--- config.mk ---
export PLATFORM = sky130hd
export DESIGN_NAME = unidad_control_multiciclo
export DESIGN_NICKNAME = d
export VERILOG_FILES = /design/src/rtl/unidad_control_multiciclo.sv
export SDC_FILE = /design/constraint.sdc
export NUM_CORES = 1
export LEC_CHECK = 0
export CAP_MARGIN = 20
export CORE_UTILIZATION = 54
export DETAILED_ROUTE_END_ITERATION = 10
export PLACE_DENSITY = 0.86
export SETUP_SLACK_MARGIN = 0.4
export SYNTH_ARGS = -nofsm -noshare
export SYNTH_HDL_FRONTEND = slang
export SYNTH_SLANG_ARGS = --single-unit
--- constraint.sdc ---
create_clock -name clk -period 3.44 [get_ports clk]
set_input_delay 0.516 -clock clk [delete_from_list [all_inputs] [get_ports clk]]
set_output_delay 0.516 -clock clk [all_outputs]
set_load 0.005 [all_outputs]
--- src/rtl/unidad_control_multiciclo.sv ---
// Multi-cycle RV32I control unit: FETCH/DECODE/EXEC/MEM/WB sequencing over a shared
// memory port, with illegal-opcode and memory-timeout traps plus a retired-instruction counter.
module unidad_control_multiciclo #(
  parameter int unsigned MAX_ESPERA = 16,
  parameter int unsigned CNT_W      = 32,
  parameter int unsigned HAB_JAL    = 1
) (
  input  logic             clk,
  input  logic             rst,
  input  logic [6:0]       opcode,
  input  logic             mem_listo,
  input  logic             zero,
  output logic [2:0]       estado,
  output logic [1:0]       alu_op,
  output logic             alu_fuente,
  output logic             mem_lectura,
  output logic             mem_escritura,
  output logic             iord,
  output logic             ir_escritura,
  output logic             pc_escritura,
  output logic [1:0]       pc_fuente,
  output logic             reg_escritura,
  output logic [1:0]       mem_a_reg,
  output logic             trampa,
  output logic             causa_trampa,
  output logic [CNT_W-1:0] contador_instr
);

  localparam int unsigned ESP_W = $clog2(MAX_ESPERA);
  localparam logic [ESP_W-1:0] ESP_TOUT = ESP_W'(MAX_ESPERA - 1);

  localparam logic [6:0] OP_R   = 7'b0110011;
  localparam logic [6:0] OP_I   = 7'b0010011;
  localparam logic [6:0] OP_LW  = 7'b0000011;
  localparam logic [6:0] OP_SW  = 7'b0100011;
  localparam logic [6:0] OP_BR  = 7'b1100011;
  localparam logic [6:0] OP_JAL = 7'b1101111;

  typedef enum logic [2:0] {
    S_FETCH  = 3'd0,
    S_DECODE = 3'd1,
    S_EXEC   = 3'd2,
    S_MEM    = 3'd3,
    S_WB     = 3'd4,
    S_TRAP   = 3'd5
  } estado_t;

  estado_t          r_estado;
  logic [6:0]       r_opcode;
  logic [ESP_W-1:0] r_espera;
  logic [CNT_W-1:0] r_cnt;
  logic             r_causa;
  logic             w_legal;
  logic             w_jal_ok;

  assign w_jal_ok = (HAB_JAL != 0);
  assign w_legal  = (opcode == OP_R) || (opcode == OP_I) || (opcode == OP_LW) ||
                    (opcode == OP_SW) || (opcode == OP_BR) ||
                    (w_jal_ok && (opcode == OP_JAL));

  // State, latched opcode, wait counter, retire counter and trap cause
  always_ff @(posedge clk) begin
    if (rst) begin
      r_estado <= S_FETCH;
      r_opcode <= '0;
      r_espera <= '0;
      r_cnt    <= '0;
      r_causa  <= 1'b0;
    end else begin
      case (r_estado)
        S_FETCH: begin
          if (mem_listo) begin
            r_estado <= S_DECODE;
            r_espera <= '0;
          end else if (r_espera == ESP_TOUT) begin
            r_estado <= S_TRAP;
            r_causa  <= 1'b1;
            r_espera <= '0;
          end else begin
            r_espera <= r_espera + ESP_W'(1);
          end
        end
        S_DECODE: begin
          r_opcode <= opcode;
          if (w_legal) begin
            r_estado <= S_EXEC;
          end else begin
            r_estado <= S_TRAP;
            r_causa  <= 1'b0;
          end
        end
        S_EXEC: begin
          if ((r_opcode == OP_R) || (r_opcode == OP_I)) begin
            r_estado <= S_WB;
          end else if ((r_opcode == OP_LW) || (r_opcode == OP_SW)) begin
            r_estado <= S_MEM;
          end else if ((r_opcode == OP_BR) || (w_jal_ok && (r_opcode == OP_JAL))) begin
            r_estado <= S_FETCH;
            r_cnt    <= r_cnt + CNT_W'(1);
          end else begin
            r_estado <= S_TRAP;
            r_causa  <= 1'b0;
          end
        end
        S_MEM: begin
          if (mem_listo) begin
            r_espera <= '0;
            if (r_opcode == OP_LW) begin
              r_estado <= S_WB;
            end else begin
              r_estado <= S_FETCH;
              r_cnt    <= r_cnt + CNT_W'(1);
            end
          end else if (r_espera == ESP_TOUT) begin
            r_estado <= S_TRAP;
            r_causa  <= 1'b1;
            r_espera <= '0;
          end else begin
            r_espera <= r_espera + ESP_W'(1);
          end
        end
        S_WB: begin
          r_estado <= S_FETCH;
          r_cnt    <= r_cnt + CNT_W'(1);
        end
        S_TRAP: begin
          r_estado <= S_TRAP;
        end
        default: begin
          r_estado <= S_TRAP;
          r_causa  <= 1'b0;
        end
      endcase
    end
  end

  // Datapath controls decoded from the current state and same-cycle handshakes
  always_comb begin
    alu_op        = 2'b00;
    alu_fuente    = 1'b0;
    mem_lectura   = 1'b0;
    mem_escritura = 1'b0;
    iord          = 1'b0;
    ir_escritura  = 1'b0;
    pc_escritura  = 1'b0;
    pc_fuente     = 2'b00;
    reg_escritura = 1'b0;
    mem_a_reg     = 2'b00;
    trampa        = 1'b0;
    case (r_estado)
      S_FETCH: begin
        mem_lectura  = 1'b1;
        ir_escritura = mem_listo;
        pc_escritura = mem_listo;
      end
      S_EXEC: begin
        if ((r_opcode == OP_R) || (r_opcode == OP_I)) begin
          alu_op     = 2'b10;
          alu_fuente = (r_opcode == OP_I);
        end else if ((r_opcode == OP_LW) || (r_opcode == OP_SW)) begin
          alu_fuente = 1'b1;
        end else if (r_opcode == OP_BR) begin
          alu_op       = 2'b01;
          pc_fuente    = 2'b01;
          pc_escritura = zero;
        end else if (w_jal_ok && (r_opcode == OP_JAL)) begin
          pc_fuente     = 2'b10;
          pc_escritura  = 1'b1;
          reg_escritura = 1'b1;
          mem_a_reg     = 2'b10;
        end
      end
      S_MEM: begin
        iord          = 1'b1;
        alu_fuente    = 1'b1;
        mem_lectura   = (r_opcode == OP_LW);
        mem_escritura = (r_opcode == OP_SW);
      end
      S_WB: begin
        reg_escritura = 1'b1;
        mem_a_reg     = (r_opcode == OP_LW) ? 2'b01 : 2'b00;
      end
      S_TRAP: begin
        trampa = 1'b1;
      end
      default: begin
        trampa = 1'b0;
      end
    endcase
  end

  assign estado         = 3'(r_estado);
  assign causa_trampa   = r_causa;
  assign contador_instr = r_cnt;

endmodule

# Word level (Yosys, flattened, before mapping)
# Index checks and enable logic that the tools add are counted.
# W data, S select, Z words.
# totals
register_bits	47
input_bits	11
out_inout_bits	50
word_cells	104
# classes
add_sub_neg	2
n_eq_ne	27
mux	55
bitwise_logic	1
reduce_logical	14
# op_table
cell	n
$mux W32	5
$pmux W32 S3	1
$add A32 B1 Y32 const B	1
$eq A7 B6 Y1 const B	4
$eq A7 B7 Y1 const B	4
$mux W3	8
$mux W1	22
$mux W2	10
$ne A2 B2 Y1 const B	8
$pmux W3 S5	1
$eq A7 B2 Y1 const B	2
$eq A7 B5 Y1 const B	2
$logic_or A1 B1 Y1	8
$mux W4	2
$pmux W1 S2	4
$reduce_and A7 Y1	1
$eq A3 B2 Y1 const B	2
$eq A3 B3 Y1 const B	2
$reduce_and A6 Y1	1
$add A4 B1 Y4 const B	1
$eq A4 B4 Y1 const B	1
$pmux W1 S4	1
$pmux W2 S2	1
$reduce_or A2 Y1	2
5 further kinds	5

# Depth between registers and ports, before layout
# logic_depth
depth_word	8
ltp_mapped	8
ltp_nobuf	6

# Worst setup path before layout
# No wires, ideal clock.
# synth_path
path_type	register -> register
from	register r_estado[0], in the netlist estado[0]
to	register r_cnt[26], in the netlist contador_instr[26]
setup_ns	0.121
arrival_ns	1.956
required_ns	3.319
setup_slack_ns	1.363
path_stages_with_launch	7
n_path_buf	1
synth_period_minus_slack_ns	2.077
cell_sequence	dfxtp_1 > or3b_4 > nor4_4 > o21ai_2 > buf_2 > nor4_1 > mux2_2
# synth_between
elab_chain_cells	3
elab_cells_between_ends	11
classes_between	8 x eq/ne; 1 x mux; 2 x reduce/logical
# synth_rtl
element	line_no	source
from (decl)	48	estado_t r_estado;
from (signal assigned)	64	r_estado <= S_FETCH;
from (signal assigned)	73	r_estado <= S_DECODE;
from (signal assigned)	76	r_estado <= S_TRAP;
$eq A3 B2 Y1 or $eq A3 B3 Y1 (tied branches)	70	case (r_estado)
$ne A2 B2 Y1 (no source line) or $reduce_bool A3 Y1 (tied branches)	n/a	
$reduce_and A6 Y1 (no source line)	n/a	
to (signal assigned)	99	r_cnt <= r_cnt + CNT_W'(1);
to (signal assigned)	112	r_cnt <= r_cnt + CNT_W'(1);
to (signal assigned)	124	r_cnt <= r_cnt + CNT_W'(1);
to (decl)	51	logic [CNT_W-1:0] r_cnt;
# Parallel ways exist; a longest one is shown, timed or not.
# A chain may end at the register's enable or synchronous reset.

# Worst setup path after layout
# layout_path
from	register r_estado[0], in the netlist estado[0]
to	output port pc_escritura
# layout_between
elab_chain_cells	2
elab_cells_between_ends	3
classes_between	1 x eq/ne; 1 x mux; 1 x reduce/logical
# layout_rtl
element	line_no	source
$eq A3 B2 Y1 or $logic_not A3 Y1 (tied branches)	150	case (r_estado)
$pmux W1 S2 (*)	150	
to (decl)	20	output logic pc_escritura,
# Every way passes the cells marked *; elsewhere a longest branch is shown, timed or not.

==> results.yml <==
timing:
  tightest_slew_ns: 0.942
  rsz0062_at_grt: "true"
  relSlewSlack_pct: 37.2
  period_share_pct: 85.5
  fin_skew_ns: 0.00696
  whs_ns: 0.491
  finalMaxSlewViolations: 0
  setup_violations: 0
  setup_tns_ns: 0
  fmax_mhz: 340
  min_period_ns: 2.94
  hold_viol: 0
final_layout:
  drive_gt1_share_pct: 6.04
  nFillCells: 357
  multi_input_area_um2: 1540
  ff_latch_area_um2: 942
  syn_to_final_growth_pct: 27.5
  final_cell_area_um2: 3300
  antennaDiodeCount: 0
  nets: 393
  layout_commonest_cell: "clkdlybuf4s50_1"
  layout_common_cells: "clkdlybuf4s50_1, dfxtp_1, nor2_1, a21oi_1, nand2_1"
global_route:
  grt-ovfl-total: 0
  grt_pass1_wl_um: 10500
  track_usage_pct: 25.9
  first_global_vias: 2159
  antenna_found_initial: 0
  grt_max_degree: 54
setup_path:
  path_class: "reg -> out"
  cp.arrival_ns: 2.43
  cp-start-kind: "flip-flop"
  worstPathRequired_ns: 2.92
  end_kind: "output pin"
  crit_fanout: 14
placement:
  finalWeightedCongestion: 0.889
  placed_cell_area_um2: 3170
  portBuffers: 60
  place_hpwl_um: 4620
yosys:
  muxShareOfSynthArea_pct: 3.96
  yosys.area_share.simple_pct: 34.3
  synth_top_family_by_area: "simple AND/OR/NAND/NOR gates"
  synth_xor_area_share_pct: 1.69
  yosysTopAreaCell: "dfxtp_1"
  synth_compound_area_share_pct: 18.4
  synth-edff-count: 0
  yosysWarningCount: 0
  yosysSeqAreaShare_pct: 36.3
  async_reset_ff_share_pct: 0
  synth_area_um2: 2590
  synth_area_per_cell_um2: 7.88
  synth_top_flop_cell: "dfxtp_1"
  yosys.area_share.adder_pct: 0.966
  ys_top_cells_by_area: "dfxtp_1, a21oi_1, nor2_1, or4_1, o21ai_0"
  synth_nets: 342
  synth_seq_cells: 47
  yosysUniqueCellTypes: 47
  synthCells: 329
  yosysTopAreaCellShare_pct: 36.3
clock_network:
  clockBufferDepth: 2
  cts_max_level: 2
  cts_sinks: 47
  post_cts_buffers: 0
  clkTransAtPathRegs_ns: 0.08
  post_cts_resized: 1
  cts_tree: "done"
  cts_buffers: 5
  clock_latency_ns: 0.30
  root_buffer: "clkbuf_8"
  cts-hold-fix-buffers: 0
drt:
  ant_nets: 0
  drtIter0Drc: 242
  via_count: 2674
  routed_wirelength_um: 6810
  firstDrtPassIters: 8
  via_per_inst: 6.18
  drc: 4
  wire_per_inst_um: 15.7
pwr:
  power_uw: 1090
  peakVddDrop_uv: 256
  leakage_uw: 0.00106
  power_density_nw_per_um2: 329
floorplan:
  die-width_um: 71.3
  ioPinCount: 61
  die-area_um2: 5080
  rows: 24
  design.core.area_um2: 4470
  die_h_um: 71.3
  start_util_pct: 57.9
run_status:
  violations: "design-rule violations"
  outcome: "finished, violations left"
run:
  maxCapViolations: 0
hold_path:
  hp-class: "reg -> reg"
[registers in the layout (all words and copies together) (netlist names)]
name and flops:
causa_trampa 1, contador_instr 32, estado 3, r_espera 4, r_opcode 7
[cell families after synthesis]
kind of cell | after synthesis
mux | 10
buf+inv | 24
flops | 47
compound gates | 80
fa+ha+maj | 2
simple gates | 161
xor+xnor | 5
[path summary, 6_finish.rpt]
path | slack, ns | start | end | depth (start not counted)
max | 0.50 | estado[0] | pc_escritura | 5
min reg2reg | 0.49 | contador_instr[31] | contador_instr[31] | 2
min | 0.49 | contador_instr[31] | contador_instr[31] | 2
max reg2reg | 0.80 | estado[0] | contador_instr[26] | 5
[per-stage QoR]
stage | utilization, % | std cells | setup slack (ns)
floorplan | - | 329 | 1.36
global placement | 70.9 | 424 | 0.651
detailed placement | 70.9 | 424 | 0.610
CTS | 73.1 | 432 | 0.415
global route | 73.9 | 433 | 0.395
finish | 73.9 | 433 | 0.499
[layer usage]
layer	vias to the layer above	track usage [%]	part of all wire, %
met1	1258	37.7	47
met4	0	6.67	1.1
met3	8	3.66	5.3
met2	82	40.4	47
li1	1326	-	-
met5	-	0	0
[critical path, cell delays in order, from the launching register on]
cell and delay (ns):
dfxtp_1 0.45, or3b_4 0.49, or3_1 0.43, a21oi_1 0.15, or2_2 0.12, clkdlybuf4s50_1 0.48
[layout make-up]
cell class              instances  share of cell area [%]
well taps                      52                    1.97
multi-input cells             258                    46.7
inverters                       6                   0.682
repair buffers                 62                    19.1
flip-flops and latches         47                    28.5
clock buffers                   8                    3.03
[cells in the mapped netlist (3+ instances only)]
cell,instances
nand4_1,13
nor2b_1,6
o31ai_1,10
and2_1,3
and3_1,5
mux2i_1,8
dfxtp_1,47
nor4_1,3
inv_1,6
buf_2,5
or3_1,12
or4_1,15
nand3_1,17
xor2_1,5
o21ai_0,20
or2_2,4
a21oi_1,33
nand2_1,25
nor2_1,35
clkbuf_1,9
o211ai_1,4
nor3b_1,3
nor3_1,8
[power breakdown]
part | switching, uW | internal (uW)
logic | 73.4 | 71.6
registers | 25.4 | 557
clock network | 177 | 184
total | 276 | 812
Power figures use the tool's default switching activity.
